==> src/rtl/ni_param.sv <==
// ni_param: GPU <-> leaf-router network interface with address rewrite, filtering, drop counters and loopback
module ni_param #(
   parameter int GPU_ID      = 18,
   parameter int NUM_GPUS    = 32,
   parameter int DATA_W      = 16,
   parameter int HEADER_W    = 6,
   parameter int ADDR_OFFSET = 3,
   parameter int FIFO_DEPTH  = 8,
   parameter int CNT_W       = 8,
   parameter int LOOPBACK    = 1
) (
   input  logic              clk,
   input  logic              reset_n,
   input  logic [DATA_W-1:0] gpu_data_in,
   input  logic              gpu_valid_in,
   output logic              gpu_ready_out,
   output logic [DATA_W-1:0] gpu_data_out,
   output logic              gpu_valid_out,
   input  logic              gpu_ready_in,
   output logic [DATA_W-1:0] router_data_out,
   output logic              router_valid_out,
   input  logic              router_ready_in,
   input  logic [DATA_W-1:0] router_data_in,
   input  logic              router_valid_in,
   output logic              router_ready_out,
   output logic [CNT_W-1:0]  drop_baddest_cnt,
   output logic [CNT_W-1:0]  drop_misroute_cnt
);
   localparam int AW = $clog2(FIFO_DEPTH);
   localparam int PW = DATA_W - HEADER_W;
   localparam logic [HEADER_W-1:0] OWN_ADDR = HEADER_W'(GPU_ID + ADDR_OFFSET);
   localparam logic [HEADER_W-1:0] OWN_ID = HEADER_W'(GPU_ID);

   logic              rdy_en;
   logic [DATA_W-1:0] tx_mem [FIFO_DEPTH];
   logic [DATA_W-1:0] rx_mem [FIFO_DEPTH];
   logic [AW-1:0]     tx_wp, tx_rp, rx_wp, rx_rp;
   logic [AW:0]       tx_cnt, rx_cnt;
   logic [HEADER_W-1:0] dest;
   logic [DATA_W-1:0] tx_wdata, rx_wdata, tx_head, rx_head;
   logic              dest_ok, tx_full, tx_empty, rx_full, rx_empty;
   logic              tx_wr, tx_rd, rx_wr, rx_rd, bad_drop, mis_drop;
   logic              head_self, rx_match, rx_acc, to_router, to_loop;

   // handshake qualifiers, header rewrite/restore and loopback arbitration (router write wins)
   always_comb begin
      tx_full          = tx_cnt[AW];
      tx_empty         = tx_cnt == '0;
      rx_full          = rx_cnt[AW];
      rx_empty         = rx_cnt == '0;
      gpu_ready_out    = rdy_en && !tx_full;
      router_ready_out = rdy_en && !rx_full;
      dest             = gpu_data_in[DATA_W-1 -: HEADER_W];
      dest_ok          = dest != '0 && 32'(dest) <= 32'(NUM_GPUS);
      tx_wdata         = {HEADER_W'(32'(dest) + 32'(ADDR_OFFSET)), gpu_data_in[PW-1:0]};
      tx_wr            = gpu_valid_in && gpu_ready_out && dest_ok;
      bad_drop         = gpu_valid_in && gpu_ready_out && !dest_ok;
      tx_head          = tx_mem[tx_rp];
      rx_head          = rx_mem[rx_rp];
      head_self        = LOOPBACK != 0 && tx_head[DATA_W-1 -: HEADER_W] == OWN_ADDR;
      rx_match         = router_data_in[DATA_W-1 -: HEADER_W] == OWN_ADDR;
      rx_acc           = router_valid_in && router_ready_out && rx_match;
      mis_drop         = router_valid_in && router_ready_out && !rx_match;
      to_router        = !tx_empty && !head_self && (!router_valid_out || router_ready_in);
      to_loop          = !tx_empty && head_self && !rx_full && !rx_acc;
      tx_rd            = to_router || to_loop;
      rx_wr            = rx_acc || to_loop;
      rx_wdata         = {OWN_ID, rx_acc ? router_data_in[PW-1:0] : tx_head[PW-1:0]};
      rx_rd            = !rx_empty && (!gpu_valid_out || gpu_ready_in);
   end

   // ready outputs stay low through reset and rise on the first clock after release
   always_ff @(posedge clk or negedge reset_n)
      if (!reset_n) rdy_en <= 1'b0;
      else rdy_en <= 1'b1;

   // FIFO storage needs no reset; occupancy is tracked by the pointers and counts
   always_ff @(posedge clk) begin
      if (tx_wr) tx_mem[tx_wp] <= tx_wdata;
      if (rx_wr) rx_mem[rx_wp] <= rx_wdata;
   end

   // FIFO pointers and counts; a simultaneous read and write keeps the count
   always_ff @(posedge clk or negedge reset_n)
      if (!reset_n) begin
         tx_wp  <= '0;
         tx_rp  <= '0;
         tx_cnt <= '0;
         rx_wp  <= '0;
         rx_rp  <= '0;
         rx_cnt <= '0;
      end else begin
         if (tx_wr) tx_wp <= tx_wp + 1'b1;
         if (tx_rd) tx_rp <= tx_rp + 1'b1;
         if (rx_wr) rx_wp <= rx_wp + 1'b1;
         if (rx_rd) rx_rp <= rx_rp + 1'b1;
         tx_cnt <= tx_cnt + (AW+1)'(tx_wr) - (AW+1)'(tx_rd);
         rx_cnt <= rx_cnt + (AW+1)'(rx_wr) - (AW+1)'(rx_rd);
      end

   // output registers load the FIFO head when empty or being accepted, otherwise hold
   always_ff @(posedge clk or negedge reset_n)
      if (!reset_n) begin
         router_valid_out <= 1'b0;
         router_data_out  <= '0;
         gpu_valid_out    <= 1'b0;
         gpu_data_out     <= '0;
      end else begin
         if (to_router) begin
            router_valid_out <= 1'b1;
            router_data_out  <= tx_head;
         end else if (router_ready_in) router_valid_out <= 1'b0;
         if (rx_rd) begin
            gpu_valid_out <= 1'b1;
            gpu_data_out  <= rx_head;
         end else if (gpu_ready_in) gpu_valid_out <= 1'b0;
      end

   // saturating drop counters, independent so both can count in one cycle
   always_ff @(posedge clk or negedge reset_n)
      if (!reset_n) begin
         drop_baddest_cnt  <= '0;
         drop_misroute_cnt <= '0;
      end else begin
         if (bad_drop && drop_baddest_cnt != '1) drop_baddest_cnt <= drop_baddest_cnt + 1'b1;
         if (mis_drop && drop_misroute_cnt != '1) drop_misroute_cnt <= drop_misroute_cnt + 1'b1;
      end
endmodule
==> config.mk <==
export PLATFORM = sky130hd
export DESIGN_NAME = ni_param
export DESIGN_NICKNAME = d
export VERILOG_FILES = /design/src/rtl/ni_param.sv
export SDC_FILE = /design/constraint.sdc
export NUM_CORES = 1
export LEC_CHECK = 0
export CORE_ASPECT_RATIO = 1.1
export CORE_MARGIN = 3
export CORE_UTILIZATION = 52
export DETAILED_ROUTE_END_ITERATION = 7
export HOLD_SLACK_MARGIN = 0.03
export PLACE_DENSITY = 0.73
export SETUP_SLACK_MARGIN = 0.02
export SLEW_MARGIN = 0
export SYNTH_ARGS = -nofsm -noshare
export SYNTH_HDL_FRONTEND = slang
export SYNTH_SLANG_ARGS = --single-unit
==> constraint.sdc <==
create_clock -name clk -period 8.58 [get_ports clk]
set_input_delay 1.716 -clock clk [delete_from_list [all_inputs] [get_ports clk]]
set_output_delay 1.716 -clock clk [all_outputs]
set_load 0.01 [all_outputs]
* Word-level counts from Yosys, hierarchy flattened
Memory sizes are Yosys's and may differ from the RTL's. A register that Yosys moved wholly into a read port is not among the register bits.
Cells that the tools add are included.
W data, S select, Z words.
** Storage, ports and cells
- Logic and storage cells :: 77
- Memories :: 2
- Output and inout port bits :: 52
- Input port bits :: 38
- Bits in registers :: 71
- Bits in writable memories :: 208
** Operators by class
- Reduce and logical (&&, ||, !) cells :: 37
- $lt $le $gt $ge :: 1
- $add $sub $neg :: 11
- Eq/ne operators :: 4
- Mux-type cells :: 9
** Memories
- tx_mem :: words 8, width 16, rd ports 1, clocked after Yosys merged registers in 0, write ports 1, line 35 : logic [DATA_W-1:0] tx_mem [FIFO_DEPTH];
- rx_mem :: words 8, width 10, rd ports 1, clocked after Yosys merged registers in 1, write ports 1, line 36 : logic [DATA_W-1:0] rx_mem [FIFO_DEPTH];
** Operators by type and width (number)
- $logic_and A1 B1 Y1 :: 17
- $add A8 B1 Y8 const B :: 2
- $ne A8 B8 Y1 const B :: 2
- $add A3 B1 Y3 const B :: 4
- $eq A6 B5 Y1 const B :: 2
- $logic_not A1 Y1 :: 11
- $mux W10 :: 1
- $add A4 B1 Y4 :: 2
- $logic_not A4 Y1 :: 2
- $mux W1 :: 8
- $sub A4 B1 Y4 :: 2
- $add A6 B2 Y6 const B :: 1
- $le A6 B6 Y1 const B :: 1
- $reduce_bool A6 Y1 :: 1
- $logic_or A1 B1 Y1 :: 4
- $reduce_bool A2 Y1 :: 2

* Longest topological paths before layout
- Depth after elaboration :: 9
- Gate-level depth with buffers :: 14
- Depth with buffers taken out :: 12

* Worst setup path after synthesis
Ideal clock, no wire load.
- Path type :: input to register
- Start point :: input port gpu_data_in[10]
- End point :: memory tx_mem[0][0] (enable)
- Arrival :: 4.068 ns
- Buffers on the path :: 0
- Data required time :: 8.171 ns
- Path slack :: 4.103 ns
- Setup time :: 0.409 ns
- Stages on the path :: 7
- Cells stage by stage :: inv_1 > ha_1 > nor4b_1 > xnor2_1 > nor2b_1 > nand2b_1 > nor3_1
** Between the ends
- Cells in the longest elaborated chain, start to end :: 5
- Elaborated cells on any way between the ends :: 6
- Classes of those cells :: order compare (1); mux (2); reduce/logical (3)
** RTL lines
- start, declared :: line 14 : input logic [DATA_W-1:0] gpu_data_in,
- $le A6 B6 Y1 or $reduce_bool A6 Y1 (tied branches) :: line 54 : dest_ok = dest != '0 && 32'(dest) <= 32'(NUM_GPUS);
- $logic_and A1 B1 Y1 * :: line 54
- $logic_and A1 B1 Y1 * :: line 56 : tx_wr = gpu_valid_in && gpu_ready_out && dest_ok;
- $mux W1 * :: line 79 : if (tx_wr) tx_mem[tx_wp] <= tx_wdata;
- $mux W1 (not written as such) * :: line 79
- end, declared :: line 35
Every way passes the cells marked *; elsewhere a longest branch is shown, timed or not.

* Worst setup path after layout
- Start point :: input port router_data_in[15]
- End point :: memory rx_mem[7][1] (netlist bit) (enable)
** Between the ends
- Cells in the longest elaborated chain, start to end :: 7
** RTL lines
- start, declared :: line 23 : input logic [DATA_W-1:0] router_data_in,
- $eq A6 B5 Y1 * :: line 61 : rx_match = router_data_in[DATA_W-1 -: HEADER_W] == OWN_ADDR;
- $logic_and A1 B1 Y1 * :: line 62 : rx_acc = router_valid_in && router_ready_out && rx_match;
- $logic_not A1 Y1 :: line 65 : to_loop = !tx_empty && head_self && !rx_full && !rx_acc;
- $logic_and A1 B1 Y1 :: line 65
- $logic_or A1 B1 Y1 * :: line 67 : rx_wr = rx_acc || to_loop;
- $mux W1 * :: line 80 : if (rx_wr) rx_mem[rx_wp] <= rx_wdata;
- $mux W1 (not written as such) * :: line 80
- end, declared :: line 36
Marked as above.

==> impl_metrics.json <==
{
  "drv_cap": 0,
  "fp-row-count": 55,
  "coreArea_um2": 20600,
  "crit_fanout": 23,
  "synth_edf_count": 208,
  "dieArea_um2": 22800,
  "drc_errors": 0,
  "min_period_over_period_pct": 53.0,
  "setup_violations": 0,
  "cp_top_family": "simple AND/OR/NAND/NOR gates",
  "grt_pass1_wl_um": 32500,
  "cts_tree": "done",
  "drt-total-wl_um": 20400,
  "worstPathArrival_ns": 4.69,
  "dr.pass1.iters": 4,
  "cp.required_ns": 8.72,
  "rsz0062_at_grt": "no",
  "synth-seq-area-share_pct": 72.2,
  "mostFrequentLayoutCells": "edfxtp_1 (208), clkdlybuf4s50_1 (84), dfrtp_1 (65)",
  "netlist_area_um2": 10900,
  "cpMaxStageDelayCell": "nor2_1",
  "antenna_cells_inserted": 0,
  "fillers": 1451,
  "r2r_start": "tx_rp[0]",
  "hold_class": "reg -> reg",
  "grt_pass1_vias": 5908,
  "clockBufferDepth": 3,
  "reg2reg_slack_ns": 4.39,
  "crit_buf_inv": 1,
  "hold_depth": 2,
  "pin_count": 90,
  "worst-setup-path-type": "in -> reg",
  "yosys_warnings": 0,
  "antenna_found_initial": 0,
  "fmax_mhz": 220,
  "holdCritStartpoint": "router_data_out[8]",
  "status": "complete, no violations",
  "hold_viol": 0,
  "grt_max_degree": 67,
  "port_buffers": 85,
  "tns_ns": 0,
  "worstRegToRegCells": 14,
  "slew_viol_final": 0,
  "p_per_area_nw_per_um2": 322,
  "start_kind": "primary input",
  "p_leak_nw": 4.64,
  "die_w_um": 144,
  "min_period_ns": 4.55,
  "cts_root_buf": "clkbuf_16",
  "dr_total_vias": 5600,
  "regToRegEndpoint": "tx_cnt[1]",
  "fin_util_pct": 62.9,
  "syn_inst": 620,
  "ys_seq_elements": 274,
  "clock-sinks": 274,
  "synth_cell_types": 40,
  "grt_usage_pct": 18.3,
  "hold_ws_ns": 0.480,
  "detail-route-antenna-nets": 0,
  "crit_path_end_kind": "register",
  "power.ir.vdd_worst_uv": 212,
  "initial_core_util_pct": 53.0,
  "tightestPinTransition_ns": 0.992,
  "cts.clk_slew.worst_paths_ns": 0.06,
  "cts-resized-gates": 0,
  "htreeDepth": 1,
  "drt_iter0_drc": 327,
  "wl_per_cell_um": 20.3,
  "cp_cell_sequence": "clkdlybuf4s50_1 -> nand4bb_1 -> nor3b_1 -> nand3_1 -> o31ai_2 -> nand2_1 -> nor2_1",
  "fin_skew_ns": 0.0192,
  "routed_via_density": 5.59,
  "finalPower_mw": 4.18,
  "nets": 782,
  "synth_top_flop_cell": "edfxtp_1",
  "synth_area_per_cell_um2": 17.6,
  "post_cts_buffers": 0,
  "final_common_cell": "edfxtp_1",
  "overflow": 0,
  "max_stage_delay_ns": 0.77,
  "hold_path_end": "router_data_out[8]",
  "timing.slew.headroom_pct": 33.8,
  "async_flop_share_pct": 24.1,
  "insertion_delay_ns": 0.53,
  "place.gp.congestion": 0.765,
  "dp_hpwl_um": 13200,
  "area_delta_synth_final_pct": 18.8,
  "cts_inserted_buffers": 27,
  "layout-drive-gt1-share_pct": 16.2,
  "postCtsHoldBufs": 0,
  "dieHeight_um": 158
}
layer usage:
metal / GRT usage (%) / vias to the layer above / part of all wire (%)
li1: - / 2553 / -
met2: 31.6 / 144 / 53
met3: 2.87 / 33 / 4.4
met4: 4.75 / 0 / 1.7
met5: 0 / - / 0
met1: 24.7 / 2870 / 41
worst max path at each step:
stage / startpoint / cells after the start / slack, ns / endpoint
after floorplan: gpu_data_in[10] / 7 / 4.10 / tx_mem[0][0]
after global placement: router_data_in[15] / 7 / 3.33 / rx_mem[2][6]
after detailed placement: router_data_in[15] / 7 / 3.14 / rx_mem[2][8]
after CTS: router_data_in[15] / 7 / 3.61 / rx_mem[2][0]
after global routing: router_data_in[13] / 7 / 3.80 / rx_mem[3][9]
final: router_data_in[15] / 7 / 4.03 / rx_mem[7][1]
tightest hold or removal path: cells and delay by family (launching register included):
family / cells / cell delay [ns]
flip-flops: 1 / 0.34
AO/OA/AOI/OAI: 1 / 0.06
AND/OR/NAND/NOR: 1 / 0.05
Yosys cell counts, drive strengths merged, types with 4 or more instances:
cell,number,share of area (%)
edfxtp,208,57
dfrtp,66,15
mux4,52,11
nand2,40,1.4
nor2,35,1.2
mux2i,26,2.4
a21oi,24,1.1
inv,24,0.82
xnor2,23,1.8
o21ai,18,0.82
ha,17,1.9
buf,15,0.78
clkbuf,11,0.38
nand2b,8,0.46
xor2,8,0.64
mux2,5,0.52
and3,4,0.23
nor3,4,0.18
per-stage QoR:
step / setup slack [ns] / instance area (µm²) / instances
2_1_floorplan: 4.10 / 10900 / 623
3_5_place_dp: 3.14 / 12100 / 952
5_1_grt: 3.80 / 13000 / 1002
6_report: 4.03 / 13000 / 1002
3_3_place_gp: 3.33 / 12100 / 952
4_1_cts: 3.61 / 13000 / 1002
layout make-up:
| type | instances | area [µm²] | area share (%) |
|---|---|---|---|
| Clock inverter | 18 | 171 | 1.32 |
| Sequential cell | 274 | 7900 | 60.8 |
| Tap cell | 256 | 320 | 2.47 |
| Multi-Input combinational cell | 299 | 2850 | 21.9 |
| Inverter | 24 | 90.1 | 0.694 |
| Clock buffer | 32 | 704 | 5.42 |
| Timing Repair Buffer | 99 | 953 | 7.34 |
logic make-up (layout without fill, tap and decap cells):
family          Yosys count  count (layout)  synth area share (%)
simple gates            109             109                  4.58
xor+xnor                 31              31                  2.48
buf+inv                  50             173                  1.98
fa+ha+maj                19              19                  2.31
mux                      83              83                  13.6
compound gates           52              52                  2.72
flops                   274             274                  72.2
other cells               2               5                0.0687
flip-flops by register name (all words and copies together), names as in the netlist, 4 cells and up:
register	count
tx_mem	128
rx_mem	80
router_data_out	16
gpu_data_out	11
drop_baddest_cnt	8
drop_misroute_cnt	8
rx_cnt	4
tx_cnt	4
power breakdown:
part	internal, mW	switching (mW)
combinational	0.602	0.610
clock	0.677	0.473
sequential	1.68	0.142
total	2.96	1.23
Note: power is estimated with default switching activity, not from simulation.
